<file path="src/rtl/note_seq_pkg.sv">
// Shared types and default constants for the note record/playback sequencer.
package note_seq_pkg;

  typedef enum logic [1:0] {
    IDLE   = 2'd0,
    RECORD = 2'd1,
    PLAY   = 2'd2
  } state_e;

  localparam int NOTE_DEPTH_DEF = 16;
  localparam int NOTE_TICK_DEF  = 25000000;

endpackage

</file>
<file path="src/rtl/note_tick_gen.sv">
// Playback tempo divider: counts 0..TICK_CYCLES-1 while enabled, held at 0 otherwise.
module note_tick_gen
  import note_seq_pkg::*;
#(
  parameter int TICK_CYCLES = NOTE_TICK_DEF
) (
  input  logic clk,
  input  logic reset,
  input  logic enable,
  output logic tick
);

  localparam int CW = $clog2(TICK_CYCLES);

  logic [CW-1:0] count_q, count_d;

  assign tick = (count_q == CW'(TICK_CYCLES - 1));

  always_comb begin
    count_d = '0;
    if (enable && !tick) count_d = count_q + CW'(1);
  end

  // NOTE: sequential state uses non-blocking (<=) so every flop samples pre-edge values.
  always_ff @(posedge clk or negedge reset) begin
    if (!reset) count_q <= '0;
    else        count_q <= count_d;
  end

endmodule

</file>
<file path="src/rtl/note_seq_ctrl.sv">
// Record/playback sequencer controller; define NOTE_SEQ_LOOP_EN for looping playback
// with playback-press restart.
module note_seq_ctrl
  import note_seq_pkg::*;
#(
  parameter int DEPTH       = NOTE_DEPTH_DEF,
  parameter int TICK_CYCLES = NOTE_TICK_DEF,
  parameter int AW          = $clog2(DEPTH)
) (
  input  logic          clk,
  input  logic          reset,
  input  logic          load_n,
  input  logic          playback_n,
  input  logic          stop_n,
  input  logic          clear_n,
  output logic          ld_note,
  output logic          ld_play,
  output logic [AW-1:0] wr_addr,
  output logic [AW-1:0] rd_addr,
  output logic [AW:0]   note_count,
  output logic          full,
  output logic          busy
);

  state_e        state_q, state_d;
  logic [AW:0]   count_q, count_d;
  logic [AW-1:0] rd_q, rd_d;
  logic [3:0]    btn_q, btn_prev_q;
  logic          press_load, press_play, press_stop, press_clear;
  logic          tick, tick_en, last_note;

  // Button order {clear, stop, playback, load}; a press is a registered 1->0 step.
  assign press_load  = btn_prev_q[0] & ~btn_q[0];
  assign press_play  = btn_prev_q[1] & ~btn_q[1];
  assign press_stop  = btn_prev_q[2] & ~btn_q[2];
  assign press_clear = btn_prev_q[3] & ~btn_q[3];

  assign full      = (count_q == (AW+1)'(DEPTH));
  assign last_note = ({1'b0, rd_q} == count_q - (AW+1)'(1));

  assign ld_note    = (state_q == RECORD);
  assign ld_play    = (state_q == PLAY);
  assign busy       = (state_q != IDLE);
  assign wr_addr    = count_q[AW-1:0];
  assign rd_addr    = rd_q;
  assign note_count = count_q;

`ifdef NOTE_SEQ_LOOP_EN
  // Dropping enable for one cycle clears the tempo counter on a restart press.
  assign tick_en = (state_q == PLAY) && !(press_play && !press_stop);
`else
  assign tick_en = (state_q == PLAY);
`endif

  note_tick_gen #(.TICK_CYCLES(TICK_CYCLES)) u_tick (
    .clk    (clk),
    .reset  (reset),
    .enable (tick_en),
    .tick   (tick)
  );

  always_comb begin
    // NOTE: defaults first so every path assigns every signal and no latch is inferred.
    state_d = state_q;
    count_d = count_q;
    rd_d    = rd_q;
    unique case (state_q)
      IDLE: begin
        if (press_clear) begin
          count_d = '0;
        end else if (press_load && !full) begin
          state_d = RECORD;
        end else if (press_play && count_q != '0) begin
          state_d = PLAY;
          rd_d    = '0;
        end
      end
      RECORD: begin
        count_d = count_q + (AW+1)'(1);
        state_d = IDLE;
      end
      PLAY: begin
        if (press_stop) begin
          state_d = IDLE;
          rd_d    = '0;
`ifdef NOTE_SEQ_LOOP_EN
        end else if (press_play) begin
          rd_d = '0;
        end else if (tick) begin
          rd_d = last_note ? '0 : rd_q + AW'(1);
`else
        end else if (tick) begin
          if (last_note) begin
            state_d = IDLE;
            rd_d    = '0;
          end else begin
            rd_d = rd_q + AW'(1);
          end
`endif
        end
      end
      default: begin
        state_d = IDLE;
        rd_d    = '0;
      end
    endcase
  end

  always_ff @(posedge clk or negedge reset) begin
    if (!reset) begin
      state_q    <= IDLE;
      count_q    <= '0;
      rd_q       <= '0;
      btn_q      <= '1;
      btn_prev_q <= '1;
    end else begin
      state_q    <= state_d;
      count_q    <= count_d;
      rd_q       <= rd_d;
      btn_q      <= {clear_n, stop_n, playback_n, load_n};
      btn_prev_q <= btn_q;
    end
  end

endmodule

</file>
<file path="config.mk">
export PLATFORM = sky130hd
export DESIGN_NAME = note_seq_ctrl
export DESIGN_NICKNAME = d
export VERILOG_FILES = /design/src/rtl/note_seq_pkg.sv /design/src/rtl/note_tick_gen.sv /design/src/rtl/note_seq_ctrl.sv
export SDC_FILE = /design/constraint.sdc
export NUM_CORES = 1
export LEC_CHECK = 0
export ABC_CLOCK_PERIOD_IN_PS = 2110
export CELL_PAD_IN_SITES_DETAIL_PLACEMENT = 0
export CELL_PAD_IN_SITES_GLOBAL_PLACEMENT = 1
export CORE_MARGIN = 2
export CORE_UTILIZATION = 40
export CTS_CLUSTER_SIZE = 25
export DETAILED_ROUTE_END_ITERATION = 8
export GPL_TIMING_DRIVEN = 0
export PLACE_DENSITY = 0.8
export SLEW_MARGIN = 10
export SYNTH_ARGS = -nofsm -noshare
export SYNTH_HDL_FRONTEND = slang
export SYNTH_HIERARCHICAL = 1
export SYNTH_SLANG_ARGS = --single-unit
</file>
<file path="constraint.sdc">
create_clock -name clk -period 2.11 [get_ports clk]
set_clock_uncertainty 0.05 [all_clocks]
set_input_delay 0.422 -clock clk [delete_from_list [all_inputs] [get_ports clk]]
set_output_delay 0.422 -clock clk [all_outputs]
set_load 0.005 [all_outputs]
</file>
Word level (Yosys, flattened, before mapping)
Cells that the tools add are included.
{"block": "word_totals", "regBits": 44, "inputBits": 6, "out_inout_bits": 17, "elab_cells": 60}
{"block": "classes", "n_addsub": 4, "eq_ne": 12, "n_mux": 17, "n_bitwise": 9, "n_reduce_logical": 12}
{"cell": "adder 25 x 1 -> 25 bit (second input constant)", "count": 1}
{"cell": "equality test 25 bit (second input constant)", "count": 1}
{"cell": "2-to-1 mux 25 bit", "count": 1}
{"cell": "2-to-1 mux 4 bit", "count": 6}
{"cell": "2-to-1 mux 2 bit", "count": 6}
{"cell": "case mux 4 bit (3 select lines)", "count": 1}
{"cell": "case mux 5 bit (2 select lines)", "count": 1}
{"cell": "!= test 3 bit (second input constant)", "count": 3}
{"cell": "!= test 2 bit (second input constant)", "count": 4}
{"cell": "adder 5 x 1 -> 5 bit (second input constant)", "count": 1}
{"cell": "equality test 4 x 5 -> 1 bit", "count": 1}
{"cell": "equality test 5 bit (second input constant)", "count": 1}
{"cell": "2-to-1 mux 5 bit", "count": 1}
{"cell": "NOT 1 bit", "count": 5}
{"cell": "AND reduction 5 bit", "count": 1}
{"cell": "nonzero test 5 bit", "count": 1}
{"cell": "subtractor 5 x 1 -> 5 bit (second input constant)", "count": 1}
{"cell": "adder 4 x 1 -> 4 bit (second input constant)", "count": 1}
{"cell": "bitwise AND 1 bit", "count": 4}
{"cell": "case mux 2 bit (2 select lines)", "count": 1}
{"cell": "AND reduction 4 bit", "count": 1}
{"cell": "nonzero test 2 bit", "count": 2}
{"cell": "logical AND 1 bit", "count": 3}
{"cell": "equality test 2 x 1 -> 1 bit (second input constant)", "count": 1}
{"cell": "other kinds (4)", "count": 5}

Logic depth before layout (Yosys ltp)
Gate-level depths: netlist (run 1).
{"block": "logic_depth", "word_depth": 7, "mapped_depth": 7, "mapped_depth_nobuf": 7}

By module
The synthesis (run 1) kept the hierarchy.
{"mod": "note_tick_gen", "instances": 1, "cells_per_inst": 140, "area_each_um2": 1323.8, "seq_area_each_um2": 625.6}
{"mod": "note_seq_ctrl", "instances": 1, "cells_per_inst": 93, "area_each_um2": 1034.7, "seq_area_each_um2": 485.5}

Worst setup path before layout (run 1)
OpenSTA, ideal clock, no wires.
{"block": "synth_timing", "path_kind": "reg-to-reg", "startpoint": "reg u_tick.count_q[0]", "endpoint": "reg rd_q[3] (netlist: rd_addr[3])", "t_arrival_ps": 2112, "t_required_ps": 1934, "setup_slack_ps": -178, "path_stages_with_launch": 7, "period_less_slack_ps": 2288, "cell_sequence": "dfrtp_1 -> ha_1 -> nand2_1 -> or4b_1 -> nor3_1 -> o221ai_2 -> a221o_1"}
{"block": "synth_via", "elab_chain_len": 3}
{"item": "start: declaration", "line": "note_tick_gen.sv:15", "rtl": "logic [CW-1:0] count_q, count_d;"}
{"item": "start signal: assignment", "line": "note_tick_gen.sv:27", "rtl": "else count_q <= count_d;"}
{"item": "equality test 25 bit", "line": "note_tick_gen.sv:17", "rtl": "assign tick = (count_q == CW'(TICK_CYCLES - 1));"}
{"item": "named net tick", "line": "note_seq_ctrl.sv:30", "rtl": "logic tick, tick_en, last_note;"}
{"item": "!= test 3 bit (no line)"}
{"item": "AND reduction 5 bit (no line)"}
{"item": "end signal: assignment", "line": "note_seq_ctrl.sv:119", "rtl": "rd_q <= rd_d;"}
{"item": "end: declaration", "line": "note_seq_ctrl.sv:27", "rtl": "logic [AW-1:0] rd_q, rd_d;"}
The timed path passes the listed nets, and every way through them passes these cells.
A chain may end at the register's enable or synchronous reset.

Worst setup path after layout (run 1)
{"block": "layout_timing", "startpoint": "reg u_tick.count_q[1]", "endpoint": "reg rd_q[0] (netlist: rd_addr[0])"}
Same word-level chain as after synthesis.

==> results of run 1 <==
per-layer routing:
metal  up-vias  track usage, %
met3         4            3.33
met1       908            22.9
met5         -               0
met2        18            26.6
li1        912               -
met4         0            6.10
cells in the mapped netlist (all sizes together), types with 6 or more instances:
| cell type | instances | share of area (%) |
|---|---|---|
| dfrtp | 36 | 38 |
| nor2 | 21 | 3.3 |
| nand2 | 18 | 2.9 |
| o21ai | 14 | 3.1 |
| a21oi | 13 | 2.9 |
| nand3 | 13 | 2.8 |
| xnor2 | 12 | 4.5 |
| inv | 10 | 1.6 |
| buf | 8 | 2.5 |
| dfstp | 8 | 8.9 |
| nor3 | 8 | 2.1 |
| or4 | 8 | 2.9 |
| o31ai | 7 | 2.8 |
| or3 | 6 | 1.6 |
| xor2 | 6 | 2.2 |
critical path, cell delays in order, from the launching register on:
cell      delay [ps]
dfrtp_1          410
ha_4             170
nand2_4           60
or4b_4           540
nor3_4           200
o221ai_4         160
nor3_4           250
mux2_4           170
state kept, by name, summed over array words and instances, names as in the netlist:
| name | flops |
|---|---|
| rd_addr | 4 |
| btn_q | 4 |
| u_tick/count_q | 25 |
| note_count | 5 |
| btn_prev_q | 4 |
| state_q | 2 |
cell families (layout without fill, tap and decap cells):
| group | Yosys count | after routing | synth area share, % |
|---|---|---|---|
| and+or+nand+nor | 99 | 99 | 24.7 |
| adders and majority gates | 4 | 4 | 2.12 |
| xor gates and xnor gates | 18 | 18 | 6.68 |
| muxes | 1 | 1 | 0.477 |
| buffers and inverters | 22 | 67 | 4.72 |
| DFF | 44 | 44 | 47.1 |
| AOI/OAI and AO/OA | 45 | 45 | 14.2 |
timing repair:
action,4_1_cts,5_1_grt
pin swaps,6,6
hold endpoints to repair,9,0
gates resized for setup,17,12
buffers inserted,7,8
hold buffers,1,0
setup endpoints to repair,27,29
power breakdown:
| group | switching (mW) | internal, mW | total (mW) |
|---|---|---|---|
| Combinational | 0.403 | 0.464 | 0.868 |
| Clock | 0.316 | 0.244 | 0.559 |
| Sequential | 0.0486 | 0.904 | 0.953 |
final cells by class:
type,count,area (um2)
plain buffers,10,83.8
well taps,72,90.1
multi-input cells,167,1230
repair buffers,39,360
flip-flops and latches,44,1120
fillers,541,2590
clock buffers,5,68.8
inverters,10,37.5
clock inverters,3,26.3
through the flow:
stage	cells	total power [mW]
after detailed placement	328	1.65
after floorplan	233	1.40
after global routing	350	2.52
after global placement	327	1.64
after CTS	343	2.34
final	350	2.38
worst min path at each step:
| stage | to | start | slack (ps) |
|---|---|---|---|
| finish | btn_prev_q[1] | btn_q[1] | 320 |
| global route | btn_prev_q[1] | btn_q[1] | 330 |
| global placement | btn_prev_q[1] | btn_q[1] | 300 |
| floorplan | note_count[0] | reset | 80 |
| detailed placement | state_q[0] | reset | 290 |
| CTS | btn_prev_q[1] | btn_q[1] | 320 |
==> run metrics, run 1 <==
status finished, final reports clean; Vias/cell 5.26; clock transition at the registers of the reported paths 90 ps; crit path to rd_addr[0]; HP Class reg2reg; Slew headroom 57.6%; gpl congestion 0.764; ratio of cells with drive above 1 in the final layout 27.3%; final hold violation count 0; Syn. warnings 6; Power Dens Cells 789 nW/um2; CP arrival 2260 ps; post-route met1 wirelength 2.47 mm; via count 1842; uppermost routed layer met4; Die X 80.8 um; crit path max fanout 5; fin area 3020 um2; RSZ-0062 raised after global routing yes; prevailing post-synth register cell dfrtp_1; antenna cells 0; Port Buffers 22; clock latency on the worst-skew pair 300 ps; fin util 53.8%; Distinct cells, synth 52; H-tree depth 2; gr usage total 16.8%; Layout area overhead 27.9%; Avg Cell Area, Syn 10.1 um2; Starting Density 42.1%; Critical Path End Type flop; Placed Area 2690 um2; Die Y 80.8 um; Slew @ Worst Pin 635 ps; total grt overflow 0; min Tclk post-route 2060 ps; syn nets 243; vias in the first global route 1755; placeable core area 5610 um2; WL final 4.89 mm; final worst slack 45.3 ps; # setup viols final 0; fmax 484 MHz; most common cell after layout, fill and taps aside dfrtp_1; Final Max Tran Viols 0; # clock sinks 44; setup total negative slack 0 ps; DR WL/cell 14.0 um; row count 27; asr flop ratio synth 100%; Max IR drop VDD 0.672 mV; largest net degree at the start of global routing 33; final period utilization 97.9%; Max Root-Sink Buffers 2; CTS tree built; Pleak 1.21 nW; DIE AREA 6530 um2; R2R setup slack 50 ps; Antenna Nets Post-Route 0; Req. time, crit path 2310 ps; WL met2 2.25 mm; max capacitance violation total 0; pre-CTS WS -216 ps; CP startpoint kind flop; Cells after Synth 233; post-detail-place hpwl 3.31 mm; io pins 23; fin nets 287; Critical Path Start u_tick/count_q[1]; DRC 0; first-pass GRT wire length 8.38 mm; most frequent cells in the layout dfrtp_1 (32), nor2_1 (21), clkdlybuf4s50_1 (20); Routed met3 length 106 um; initial antenna violation count 0; post-synthesis sequential area ratio 47.1%; Hold WS 318 ps; Root Driver clkbuf_8; Min-Delay Path Depth 0; total CTS buffers 5; critical path class reg2reg; EDFF count, synth 0; Netlist Area Pre-Place 2360 um2; drt first pass iters 4; initial DRC count 69; cells on worst reg2reg path 7; Reg2Reg Launch Point u_tick/count_q[1]; FF+latch count, synth 44; r2r endpoint rd_addr[0]
No activity file was read; power rests on OpenSTA's default activity.
==> inputs of run 2 (changes only) <==
--- a/config.mk
+++ b/config.mk
@@ -10,6 +10,7 @@
 export CELL_PAD_IN_SITES_GLOBAL_PLACEMENT = 1
 export CORE_MARGIN = 2
 export CORE_UTILIZATION = 40
+export CTS_CLUSTER_DIAMETER = 60
 export CTS_CLUSTER_SIZE = 25
 export DETAILED_ROUTE_END_ITERATION = 8
 export GPL_TIMING_DRIVEN = 0
==> results of run 2 <==
Same layout as run 1: the final DEF is identical, and so are final timing and power.
